[src/rtl/rule_cfg_pkg.sv]
// rtl/rule_cfg_pkg.sv - shared types and address layout for the rule configuration loader
package rule_cfg_pkg;

  typedef enum logic [1:0] {
    IDLE   = 2'd0,
    FILL   = 2'd1,
    COMMIT = 2'd2
  } state_e;

  localparam int SPACE_BIT = 16;
  localparam int BEAT_MSB  = 15;
  localparam int BEAT_LSB  = 8;
  localparam int IDX_MSB   = 7;
  localparam int IDX_LSB   = 0;

  function automatic int ceil_div(input int a, input int b);
    return (a + b - 1) / b;
  endfunction

endpackage

[src/rtl/rule_cfg_loader.sv]
// rtl/rule_cfg_loader.sv - offset register, multi-beat rule staging and commit handshake
module rule_cfg_loader
  import rule_cfg_pkg::*;
#(
  parameter int TYPE_OFFSET_WIDTH = 7,
  parameter int TYPE_NUM          = 4,
  parameter int RULE_NUM          = 8,
  parameter int RULE_WIDTH        = 129,
  parameter int CFG_DW            = 64
) (
  input  logic                                  i_clk,
  input  logic                                  i_rst,
  input  logic                                  i_cfg_valid,
  output logic                                  o_cfg_ready,
  input  logic                                  i_cfg_wr,
  input  logic [31:0]                           i_cfg_addr,
  input  logic [CFG_DW-1:0]                     i_cfg_wdata,
  output logic                                  o_cfg_rvalid,
  output logic [CFG_DW-1:0]                     o_cfg_rdata,
  output logic                                  o_cfg_err,
  output logic [TYPE_NUM*TYPE_OFFSET_WIDTH-1:0] o_type_offset,
  output logic [RULE_NUM-1:0]                   o_rule_wren,
  output logic [RULE_WIDTH-1:0]                 o_rule_wdata,
  input  logic                                  i_rule_ack
);

  localparam int BEATS  = ceil_div(RULE_WIDTH, CFG_DW);
  localparam int FLAT_W = BEATS * CFG_DW;
  localparam int OFS_W  = TYPE_NUM * TYPE_OFFSET_WIDTH;
  localparam int BEAT_W = (BEATS > 1) ? $clog2(BEATS) : 1;

  if (OFS_W > CFG_DW) begin : g_bad_ofs
    $error("TYPE_NUM*TYPE_OFFSET_WIDTH exceeds CFG_DW");
  end
  if (RULE_NUM < 1 || RULE_NUM > 256) begin : g_bad_rule_num
    $error("RULE_NUM must be 1..256");
  end
  if (BEATS > 256) begin : g_bad_beats
    $error("RULE_WIDTH needs more than 256 beats");
  end

  state_e              r_state;
  state_e              w_state_nxt;
  logic [FLAT_W-1:0]   r_stage;
  logic [OFS_W-1:0]    r_type_offset;
  logic [7:0]          r_idx;
  logic [7:0]          r_next;
  logic                r_rvalid;
  logic                r_err;
  logic [CFG_DW-1:0]   r_rdata;

  logic                w_accept;
  logic                w_space;
  logic [7:0]          w_beat;
  logic [7:0]          w_idx;
  logic [BEAT_W-1:0]   w_beat_sel;
  logic                w_beat_bad;
  logic                w_idx_bad;
  logic                w_seq_bad;
  logic                w_rule_err;
  logic                w_rule_wr;
  logic                w_rule_store;
  logic                w_read;
  logic                w_last;
  logic [FLAT_W-1:0]   w_stage_rd;
  logic [CFG_DW-1:0]   w_rd_data;
  logic                w_unused;

  assign w_accept   = i_cfg_valid & o_cfg_ready;
  assign w_space    = i_cfg_addr[SPACE_BIT];
  assign w_beat     = i_cfg_addr[BEAT_MSB:BEAT_LSB];
  assign w_idx      = i_cfg_addr[IDX_MSB:IDX_LSB];
  assign w_beat_sel = w_beat[BEAT_W-1:0];
  assign w_beat_bad = {1'b0, w_beat} >= 9'(BEATS);
  assign w_idx_bad  = {1'b0, w_idx} >= 9'(RULE_NUM);
  assign w_last     = {1'b0, w_beat} == 9'(BEATS - 1);
  assign w_unused   = ^{i_cfg_addr[31:SPACE_BIT+1]};

  // Beat 0 is always an acceptable (re)start; any other beat must continue the current fill.
  assign w_seq_bad  = (w_beat != 8'd0) &&
                      ((r_state != FILL) || (w_beat != r_next) || (w_idx != r_idx));
  assign w_rule_err   = w_beat_bad | w_idx_bad | w_seq_bad;
  assign w_rule_wr    = w_accept & i_cfg_wr & w_space;
  assign w_rule_store = w_rule_wr & ~w_rule_err;
  assign w_read       = w_accept & ~i_cfg_wr;

  // Bits above RULE_WIDTH in the last beat always read back as zero.
  assign w_stage_rd = FLAT_W'(r_stage[RULE_WIDTH-1:0]);

  always_comb begin
    w_rd_data = '0;
    if (!w_space) begin
      w_rd_data = CFG_DW'(r_type_offset);
    end else if (!w_beat_bad) begin
      w_rd_data = w_stage_rd[w_beat_sel*CFG_DW +: CFG_DW];
    end
  end

  always_ff @(posedge i_clk or posedge i_rst) begin
    if (i_rst) begin
      r_state <= IDLE;
    end else begin
      r_state <= w_state_nxt;
    end
  end

  always_comb begin
    w_state_nxt = r_state;
    o_cfg_ready = 1'b1;
    o_rule_wren = '0;
    case (r_state)
      IDLE, FILL: begin
        if (w_rule_wr) begin
          if (w_rule_err)  w_state_nxt = IDLE;
          else if (w_last) w_state_nxt = COMMIT;
          else             w_state_nxt = FILL;
        end
      end
      COMMIT: begin
        o_cfg_ready = 1'b0;
        o_rule_wren = RULE_NUM'(1) << r_idx;
        if (i_rule_ack) w_state_nxt = IDLE;
      end
      default: w_state_nxt = IDLE;
    endcase
  end

  always_ff @(posedge i_clk or posedge i_rst) begin
    if (i_rst) begin
      r_stage       <= '0;
      r_type_offset <= '0;
      r_idx         <= '0;
      r_next        <= '0;
      r_rvalid      <= 1'b0;
      r_err         <= 1'b0;
      r_rdata       <= '0;
    end else begin
      r_rvalid <= w_read;
      r_err    <= (w_rule_wr & w_rule_err) | (w_read & w_space & w_beat_bad);
      if (w_read) begin
        r_rdata <= w_rd_data;
      end
      if (w_accept && i_cfg_wr && !w_space) begin
        r_type_offset <= i_cfg_wdata[OFS_W-1:0];
      end
      if (w_rule_store) begin
        r_stage[w_beat_sel*CFG_DW +: CFG_DW] <= i_cfg_wdata;
        r_idx  <= w_idx;
        r_next <= w_beat + 8'd1;
      end
    end
  end

  assign o_cfg_rvalid  = r_rvalid;
  assign o_cfg_rdata   = r_rdata;
  assign o_cfg_err     = r_err;
  assign o_type_offset = r_type_offset;
  assign o_rule_wdata  = r_stage[RULE_WIDTH-1:0];

endmodule

[config.mk]
export PLATFORM = sky130hd
export DESIGN_NAME = rule_cfg_loader
export DESIGN_NICKNAME = d
export VERILOG_FILES = /design/src/rtl/rule_cfg_pkg.sv /design/src/rtl/rule_cfg_loader.sv
export SDC_FILE = /design/constraint.sdc
export NUM_CORES = 1
export LEC_CHECK = 0
export BUFFER_PORTS_ARGS = -buffer_cell sky130_fd_sc_hd__buf_2
export CAP_MARGIN = 10
export CORE_MARGIN = 8
export CORE_UTILIZATION = 45
export DETAILED_ROUTE_END_ITERATION = 16
export PLACE_DENSITY = 0.77
export SLEW_MARGIN = 20
export SYNTH_ARGS = -nofsm -noshare
export SYNTH_HDL_FRONTEND = slang
export SYNTH_SLANG_ARGS = --single-unit
[constraint.sdc]
create_clock -name i_clk -period 13.8 [get_ports i_clk]
set_input_delay 1.38 -clock i_clk [delete_from_list [all_inputs] [get_ports i_clk]]
set_output_delay 1.38 -clock i_clk [all_outputs]
set_load 0.02 [all_outputs]
==> out/qor.yml, run 1 <==
worst_path_most_repeated_cell: "buf_4"
die_x_um: 173
min_period_ps: 4200
ios: 333
crit_family: "buffers and inverters"
coreArea_um2: 24200
finClkSkew_ps: 11.0
dp_hpwl_um: 21600
overflow: 0
die_area_um2: 29900
wirelength_um: 32500
cts_inserted_buffers: 26
clk_latency_ps: 520
drtIter0Drc: 664
period_share_pct: 30.4
cap_violations: 0
cts_root_buf: "clkbuf_16"
rr_worst_depth: 6
synth_edf_count: 0
final_cell_mix: "buf_2, dfrtp_1, nand2_1"
worstMarginPinSlew_ps: 1020
status: "finished clean"
cts_hold_buf: 0
synthCells: 1054
ir_worst_vdd_mv: 0.0939
avgViaCountPerCell: 5.29
post-place-ws_ps: 9050
fin_ws_ps: 9600
slew_viol_final: 0
cts_resized: 0
pwr_density_cell_nw_per_um2: 121
crit_chain: "buf_4 -> buf_4 -> xor2_1 -> nor4_2 -> nand4_1 -> o31ai_4 -> buf_4 -> mux2i_1"
via_count: 8893
cp_slowest_stage_delay_ps: 720
synth_ff_type: "dfrtp_1"
mostFrequentLayoutCell: "buf_2"
met2_usage_pct: 35.4
route.detailed.drc: 0
firstDrtPassIters: 5
setup_viol: 0
total_leakage_power_uw: 0.00687
seq_area_frac_synth_pct: 54.4
layout.nets: 1444
cp.depth: 8
instances_no_fill: 1681
synth.area.top_cells: "dfrtp_1, mux2i_1, nand2_1"
met3_usage_pct: 7.78
cp-start-kind: "input pin"
drtAntennaViolNets: 0
syn-num-nets: 1159
relSlewSlack_pct: 32.0
dp_cells: 1635
max_freq_mhz: 238
ys_ff_latch: 241
grt_pass1_vias: 9231
min_path_type: "register to register"
critPathBufInv: 3
gp_congestion: 0.841
cts_tree: "yes"
cts.sinks: 241
post-synth-top-area-fraction_pct: 54.4
io_buffer_count: 317
avgSynthCellArea_um2: 10.5
netlist_area_um2: 11100
clkTransAtPathRegs_ps: 50
worstSetupPathType: "input pin to register"
die_h_um: 173
grt_max_degree: 111
finalHoldViolations: 0
grt_usage_pct: 20.9
crit_path_end_kind: "register"
grt_pass1_wl_um: 51700
cts_setup_buffers: 0
final_core_util_pct: 56.4
antenna_cells: 0
critPathArrivalTime_ps: 4630
yosysUniqueCellTypes: 49
cts_htree_levels: 1
postSynth.asyncResetShare_pct: 100
rows: 57
met1_usage_pct: 25.4
rsz0062_at_grt: "no"
top_usage_layer: "met2"
wl_per_cell_um: 19.3
drive_gt1_share_pct: 30.9
yosysTopAreaCell: "dfrtp_1"
min_path_cells: 2
cts_buffer_depth: 3
antenna_found_initial: 1
crit_slowest_cell: "buf_4"
crit_path_max_fanout: 43
synth_warnings: 0
crit_required_ps: 14230
syn_to_final_growth_pct: 23.3
fin_setup_tns_ps: 0
initial_core_util_pct: 45.8
worst register-to-register path: stages, from the launching register on:
cell	delay (ps)
dfrtp_1	400
nand2b_1	370
nand4_1	210
or4_1	590
o31ai_4	90
buf_4	670
mux2i_1	330
final timing paths:
check                                                 start                          end  slack, ps
worst max register to register       r_state[0]$_DFFE_PP0P_      r_stage[92]$_DFFE_PP0P_      11060
worst min register to register  o_cfg_rdata[29]$_DFFE_PP0N_  o_cfg_rdata[29]$_DFFE_PP0N_        470
max in group asynchronous                             i_rst      r_stage[25]$_DFFE_PP0P_      10630
worst max-delay path                          i_cfg_addr[8]      r_stage[92]$_DFFE_PP0P_       9600
worst min-delay path            o_cfg_rdata[29]$_DFFE_PP0N_  o_cfg_rdata[29]$_DFFE_PP0N_        470
min in group asynchronous                             i_rst      r_stage[52]$_DFFE_PP0P_        980
cell families after synthesis:
logic type	count (synthesis)	share of synthesized area, %
buf+inv	167	6.81
mux	162	15.2
compound gates	166	10.1
flops	241	54.4
xor+xnor	16	1.26
fa+ha+maj	4	0.451
simple gates	298	11.8
state kept, by name, summed over array words and instances (netlist names):
name and count:
o_type_offset 28, o_cfg_rdata 64, r_stage 129, o_cfg_rvalid 1, o_cfg_err 1, r_next 8, r_idx 8, r_state 2
per-stage QoR:
stage	area [µm²]	hold slack [ps]	power, µW
2_1_floorplan	11100	453	889
3_3_place_gp	12800	454	965
3_5_place_dp	12800	461	969
4_1_cts	13700	474	1670
5_1_grt	13700	500	1710
6_report	13700	471	1650
area by class of cell:
| cell class | count | area, µm² |
|---|---|---|
| multi-input combinational | 646 | 4340 |
| fill | 2110 | 10600 |
| inverter | 95 | 364 |
| clock buffer | 38 | 797 |
| sequential | 241 | 6030 |
| timing repair buffer | 329 | 1680 |
| tap | 324 | 405 |
| clock inverter | 8 | 67.6 |
report_power, final:
group,switching (µW),internal [µW],total (µW)
Sequential,20.3,737,757
Combinational,128,70.5,199
Clock,279,416,695
per-layer routing:
metal	part of all wire [%]	routed length, µm
met2	47	15400
met5	0.025	8
met1	41	13500
met4	1.3	412
met3	10	3270
cells in the mapped netlist, types with 7 or more instances:
master,instances
mux2i_1,127
nand3_1,8
clkbuf_1,52
buf_2,7
nor2b_1,13
o31ai_1,38
mux2_2,29
xor2_1,15
dfrtp_1,241
inv_1,94
o221ai_1,27
nor3_1,7
nor2_1,9
o21a_1,27
nand2_1,233
o21ai_0,67
Note: power is estimated with default switching activity, not from simulation.
==> run 2: changes to the inputs <==
clock period = 4.34 ns   (was 13.8 ns; I/O delays follow)
==> out/qor.yml, run 2 (synthesis results as in run 1) <==
antenna_found_initial: 1
coreArea_um2: 24200
largest_register: "r_stage"
p_total_uw: 5380
firstDrtPassIters: 5
fin_setup_tns_ps: 0
min_period_ps: 2740
clkTransAtPathRegs_ps: 60
mostFrequentLayoutCell: "buf_2"
cts.sinks: 241
cp-start-kind: "input pin"
clk_latency_ps: 520
power.internal_uw: 4010
p_switching_uw: 1380
crit_chain: "buf_4 -> ha_1 -> nor3_1 -> and2_1 -> nand3_1 -> o31ai_4 -> buf_4 -> mux2i_1"
cts_buffer_depth: 3
rsz0062_at_grt: "no"
io_buffer_count: 317
ios: 333
grt_pass1_wl_um: 52800
cts_htree_levels: 1
crit_path_end_kind: "register"
power_frac_seq_pct: 44.7
p_comb_share_pct: 11.9
drive_gt1_share_pct: 31.1
max_freq_mhz: 365
total_leakage_power_uw: 0.00691
setup_viol: 0
status: "finished clean"
crit_slowest_cell: "buf_4"
syn_to_final_growth_pct: 24.3
worst_path_most_repeated_cell: "buf_4"
cts_tree: "yes"
n_fill_cell: 2067
initial_core_util_pct: 45.8
rr_worst_depth: 6
route.detailed.drc: 0
wirelength_um: 32600
cp.depth: 8
holdWs_ps: 46.8
relSlewSlack_pct: 34.7
die_area_um2: 29900
pwr_density_cell_nw_per_um2: 390
crit_family: "buffers and inverters"
layout.nets: 1447
worstSetupPathType: "input pin to register"
p_clk_share_pct: 43.5
critPathBufInv: 2
grt_usage_pct: 21.3
top_usage_layer: "met2"
cts_resized: 0
fin_ws_ps: 1600
die_x_um: 173
cap_violations: 0
final_cell_mix: "buf_2, dfrtp_1, nand2_1"
rows: 57
overflow: 0
seq_area_um2: 6030
ir_worst_vdd_mv: 0.247
largest_reg_flops: 129
dp_hpwl_um: 22000
met1_usage_pct: 26.9
post-place-ws_ps: 1080
die_h_um: 173
finClkSkew_ps: 13.9
cts_root_buf: "clkbuf_16"
switching_share_pct: 25.6
met3_usage_pct: 6.53
worstMarginPinSlew_ps: 980
period_share_pct: 63.1
cts_hold_buf: 0
slew_viol_final: 0
gp_congestion: 0.872
drtIter0Drc: 807
crit_required_ps: 4780
multi_input_area_um2: 4340
finalHoldViolations: 0
critPathArrivalTime_ps: 3180
grt_max_degree: 109
cts_inserted_buffers: 26
met2_usage_pct: 34.7
avgViaCountPerCell: 5.28
wl_per_cell_um: 19.3
crit_path_max_fanout: 45
drtAntennaViolNets: 0
via_count: 8911
cp_slowest_stage_delay_ps: 620
grt_pass1_vias: 9401
min_path_type: "input pin to async pin"
cts_setup_buffers: 0
[run 2: cell count changes in the layout (fill, tap and decap cells not counted), sizes merged]
| cell | before | now |
|---|---|---|
| inv | 95 | 94 |
| bufinv | 1 | 3 |
| clkinvlp | 1 | 3 |
| clkinv | 6 | 5 |
| diode | 0 | 1 |
| buf | 329 | 332 |
[run 2: worst register-to-register path, stage by stage (launching register included)]
cell and delay (ps):
dfrtp_1 410, nand2b_1 360, nand4_1 220, or4_1 560, o31ai_4 90, buf_4 620, mux2i_1 340
[run 2: power by group through the flow]
stage               combinational [µW]  sequential [µW]  clock, µW
floorplan                          270             2560          0
global placement                   636             2440          0
detailed placement                 645             2440          0
CTS                                650             2400       2390
global route                       699             2410       2470
finish                             639             2400       2340
[run 2: cell type report]
cell class / instances / share of cell area, %
sequential: 241 / 43.7
multi-input combinational: 646 / 31.4
timing repair buffer: 332 / 12.6
clock buffer: 38 / 5.71
tap: 324 / 2.94
inverter: 95 / 2.61
clock inverter: 10 / 0.971
antenna: 1 / 0.0181
[run 2: through the flow]
stage,cells,cell area [µm²],utilization [%]
3_3_place_gp,1638,12900,53.1
2_1_floorplan,1054,11100,-
3_5_place_dp,1638,12900,53.1
6_report,1687,13800,56.9
5_1_grt,1687,13800,56.9
4_1_cts,1686,13800,56.9
[run 2: layer usage]
metal	up-vias	part of all wire [%]
li1	4135	-
met1	4355	42
met2	364	46
met3	57	9.1
met4	0	2.5
met5	-	0
[run 2: path summary, 6_finish.rpt]
check                                            start                             to  slack (ps)
max                                      i_cfg_addr[8]        r_stage[98]$_DFFE_PP0P_        1600
min in group i_clk                     i_cfg_wdata[48]       r_stage[112]$_DFFE_PP0P_         160
min                                              i_rst       r_stage[118]$_DFFE_PP0P_          50
min reg2reg                o_cfg_rdata[31]$_DFFE_PP0N_    o_cfg_rdata[31]$_DFFE_PP0N_         470
max reg2reg                     r_state[0]$_DFFE_PP0P_        r_stage[98]$_DFFE_PP0P_        1660
max in group asynchronous                        i_rst  o_type_offset[21]$_DFFE_PP0P_        3260
==> run 3: changes to the inputs <==
ABC_AREA = 1   (was default)
clock period = 2.78 ns   (was 4.34 ns; I/O delays follow)
==> out/qor.yml, run 3 <==
synth_warnings: 0
pwr_density_cell_nw_per_um2: 566
yosys-top-cells-count: "nand2_1, dfrtp_1, inv_1, nor2_1, nand3_1"
crit_chain: "inv_2 -> nor2_1 -> nor2_1 -> nand3_1 -> inv_2 -> buf_4 -> nand2_1 -> o21ai_0"
ir_worst_vdd_mv: 0.395
grt_usage_pct: 24.1
total_leakage_power_uw: 0.00826
route.detailed.drc: 0
rsz0062_at_grt: "no"
cts_tree: "yes"
period_share_pct: 82.6
clk_latency_ps: 520
fin_setup_tns_ps: 0
synth_edf_count: 0
cts_htree_levels: 1
wl_per_cell_um: 18.7
power_frac_seq_pct: 46.0
synthCells: 1317
cts_buffer_depth: 3
worstMarginPinSlew_ps: 826
final_core_util_pct: 59.1
cts_setup_buffers: 0
firstDrtPassIters: 5
layout.nets: 1756
wirelength_um: 37300
switching_share_pct: 26.3
cts_root_buf: "clkbuf_16"
worstSetupPathType: "register to register"
die_x_um: 173
cts_inserted_buffers: 27
initial_core_util_pct: 45.9
overflow: 0
dp_hpwl_um: 24200
grt_pass1_wl_um: 59900
drive_gt1_share_pct: 25.3
status: "finished clean"
largest_register: "r_stage"
mostFrequentLayoutCell: "nand2_1"
ios: 333
netlist_area_um2: 11200
syn-num-nets: 1422
antenna_found_initial: 2
crit_required_ps: 3210
setup_viol: 0
yosysUniqueCellTypes: 29
min_period_ps: 2300
yosysMostFrequentCell: "nand2_1"
cp_slowest_stage_delay_ps: 450
r2r-start: "r_state[1]$_DFFE_PP0P_"
cp-startpoint: "r_state[1]$_DFFE_PP0P_"
cts.sinks: 241
drtIter0Drc: 1010
p_comb_share_pct: 11.7
avgSynthCellArea_um2: 8.47
yosysTopAreaCell: "dfrtp_1"
crit_slowest_cell: "nand2_1"
largest_reg_flops: 129
clkTransAtPathRegs_ps: 60
min_path_type: "input pin to register"
multi_input_area_um2: 4300
crit_path_max_fanout: 28
finalHoldViolations: 0
gp_congestion: 0.841
critPathArrivalTime_ps: 2720
seq_area_frac_synth_pct: 54.1
avgViaCountPerCell: 5.33
ys_ff_latch: 241
post-synth-top-area-fraction_pct: 54.1
fin_ws_ps: 484
rows: 57
seq_area_um2: 6030
post-place-ws_ps: 437
p_total_uw: 8130
synth_ff_type: "dfrtp_1"
drtAntennaViolNets: 0
p_switching_uw: 2140
cp-start-kind: "register"
synth.area.top_cells: "dfrtp_1, nand2_1, mux2i_1"
via_count: 10600
postSynth.asyncResetShare_pct: 100
grt_pass1_vias: 11000
final_cell_mix: "nand2_1, buf_2, dfrtp_1"
cap_violations: 0
finClkSkew_ps: 11.6
die_h_um: 173
power.internal_uw: 5990
io_buffer_count: 317
grt_max_degree: 130
p_clk_share_pct: 42.3
max_freq_mhz: 436
coreArea_um2: 24300
crit_path_end_kind: "register"
slew_viol_final: 0
syn_to_final_growth_pct: 28.8
cts_resized: 0
n_fill_cell: 2052
holdCritStartpoint: "i_cfg_wdata[59]"
die_area_um2: 30100
relSlewSlack_pct: 44.9
==> run 3: cell count changes after synthesis, sizes merged, moves of 18 or more <==
cell / previous run / this run
nand2: 234 / 402
o31ai: 40 / 0
o21a: 27 / 0
mux2: 35 / 1
o221ai: 27 / 0
o211ai: 0 / 26
nand3: 8 / 90
mux2i: 127 / 46
a21oi: 2 / 20
a2bb2oi: 0 / 18
nand4: 7 / 69
nor2: 9 / 103
inv: 95 / 124
==> run 3: path summary, 6_finish.rpt <==
kind / end / slack, ps / cells past startpoint
min in group asynchronous: o_type_offset[2]$_DFFE_PP0P_ / 290 / 3
hold reg to reg: o_cfg_rdata[63]$_DFFE_PP0N_ / 480 / 2
setup / recovery: r_state[0]$_DFFE_PP0P_ / 480 / 8
hold / removal: r_stage[59]$_DFFE_PP0P_ / 10 / 3
setup reg to reg: r_state[0]$_DFFE_PP0P_ / 480 / 8
max in group asynchronous: r_stage[38]$_DFFE_PP0P_ / 1490 / 4
==> run 3: cells by family (layout without fill, tap and decap cells) <==
logic type | after synthesis | in the layout | synth area share, %
xor+xnor | 1 | 1 | 0.0785
flops | 241 | 241 | 54.1
other cells | 0 | 1 | 0
fa+ha+maj | 4 | 4 | 0.449
simple gates | 677 | 677 | 25.9
mux | 47 | 47 | 4.23
compound gates | 138 | 138 | 7.54
buf+inv | 209 | 563 | 7.77
==> run 3: final cells by class <==
type	count	area share (%)
inverter	124	3.27
clock inverter	6	0.244
antenna	1	0.0174
multi-input combinational	867	29.9
timing repair buffer	390	16.0
sequential	241	42.0
clock buffer	43	5.75
tap	324	2.82
==> run 3: critical path, delay by kind of cell, from the launching register on <==
family	cells	cell delay, ps
compound gates	1	290
buf+inv	3	590
flops	1	390
simple gates	4	910
==> run 3: routing by layer <==
layer  share of wire (%)  global-route usage [%]  vias to the layer above  routed length [µm]
met5               0.035                       0                        -                  13
met4                 3.0                    9.02                        2                1110
met3                 8.7                    6.45                       87                3270
met2                  49                    40.9                      527               18200
met1                  39                    28.8                     5089               14700
li1                    -                       -                     4937                   -
==> run 3: power groups by stage <==
stage          Combinational [µW]  Sequential (µW)  Clock [µW]
2_1_floorplan                 365             3940           0
3_3_place_gp                  893             3800           0
3_5_place_dp                  908             3800           0
4_1_cts                       958             3740        3500
5_1_grt                      1030             3750        3640
6_report                      952             3740        3440
==> run 3: metrics by stage <==
step / area, µm² / cells / hold WS, ps
2_1_floorplan: 11200 / 1317 / 416
3_3_place_gp: 13100 / 1903 / 261
3_5_place_dp: 13100 / 1903 / 266
4_1_cts: 14400 / 1995 / 0.243
5_1_grt: 14400 / 1996 / 0.601
6_report: 14400 / 1996 / 14.4
==> run 3: timing repair <==
action	4_1_cts	5_1_grt
hold buffers	43	0
endpoints found under the hold margin	52	0
endpoints found under the setup margin	0	0
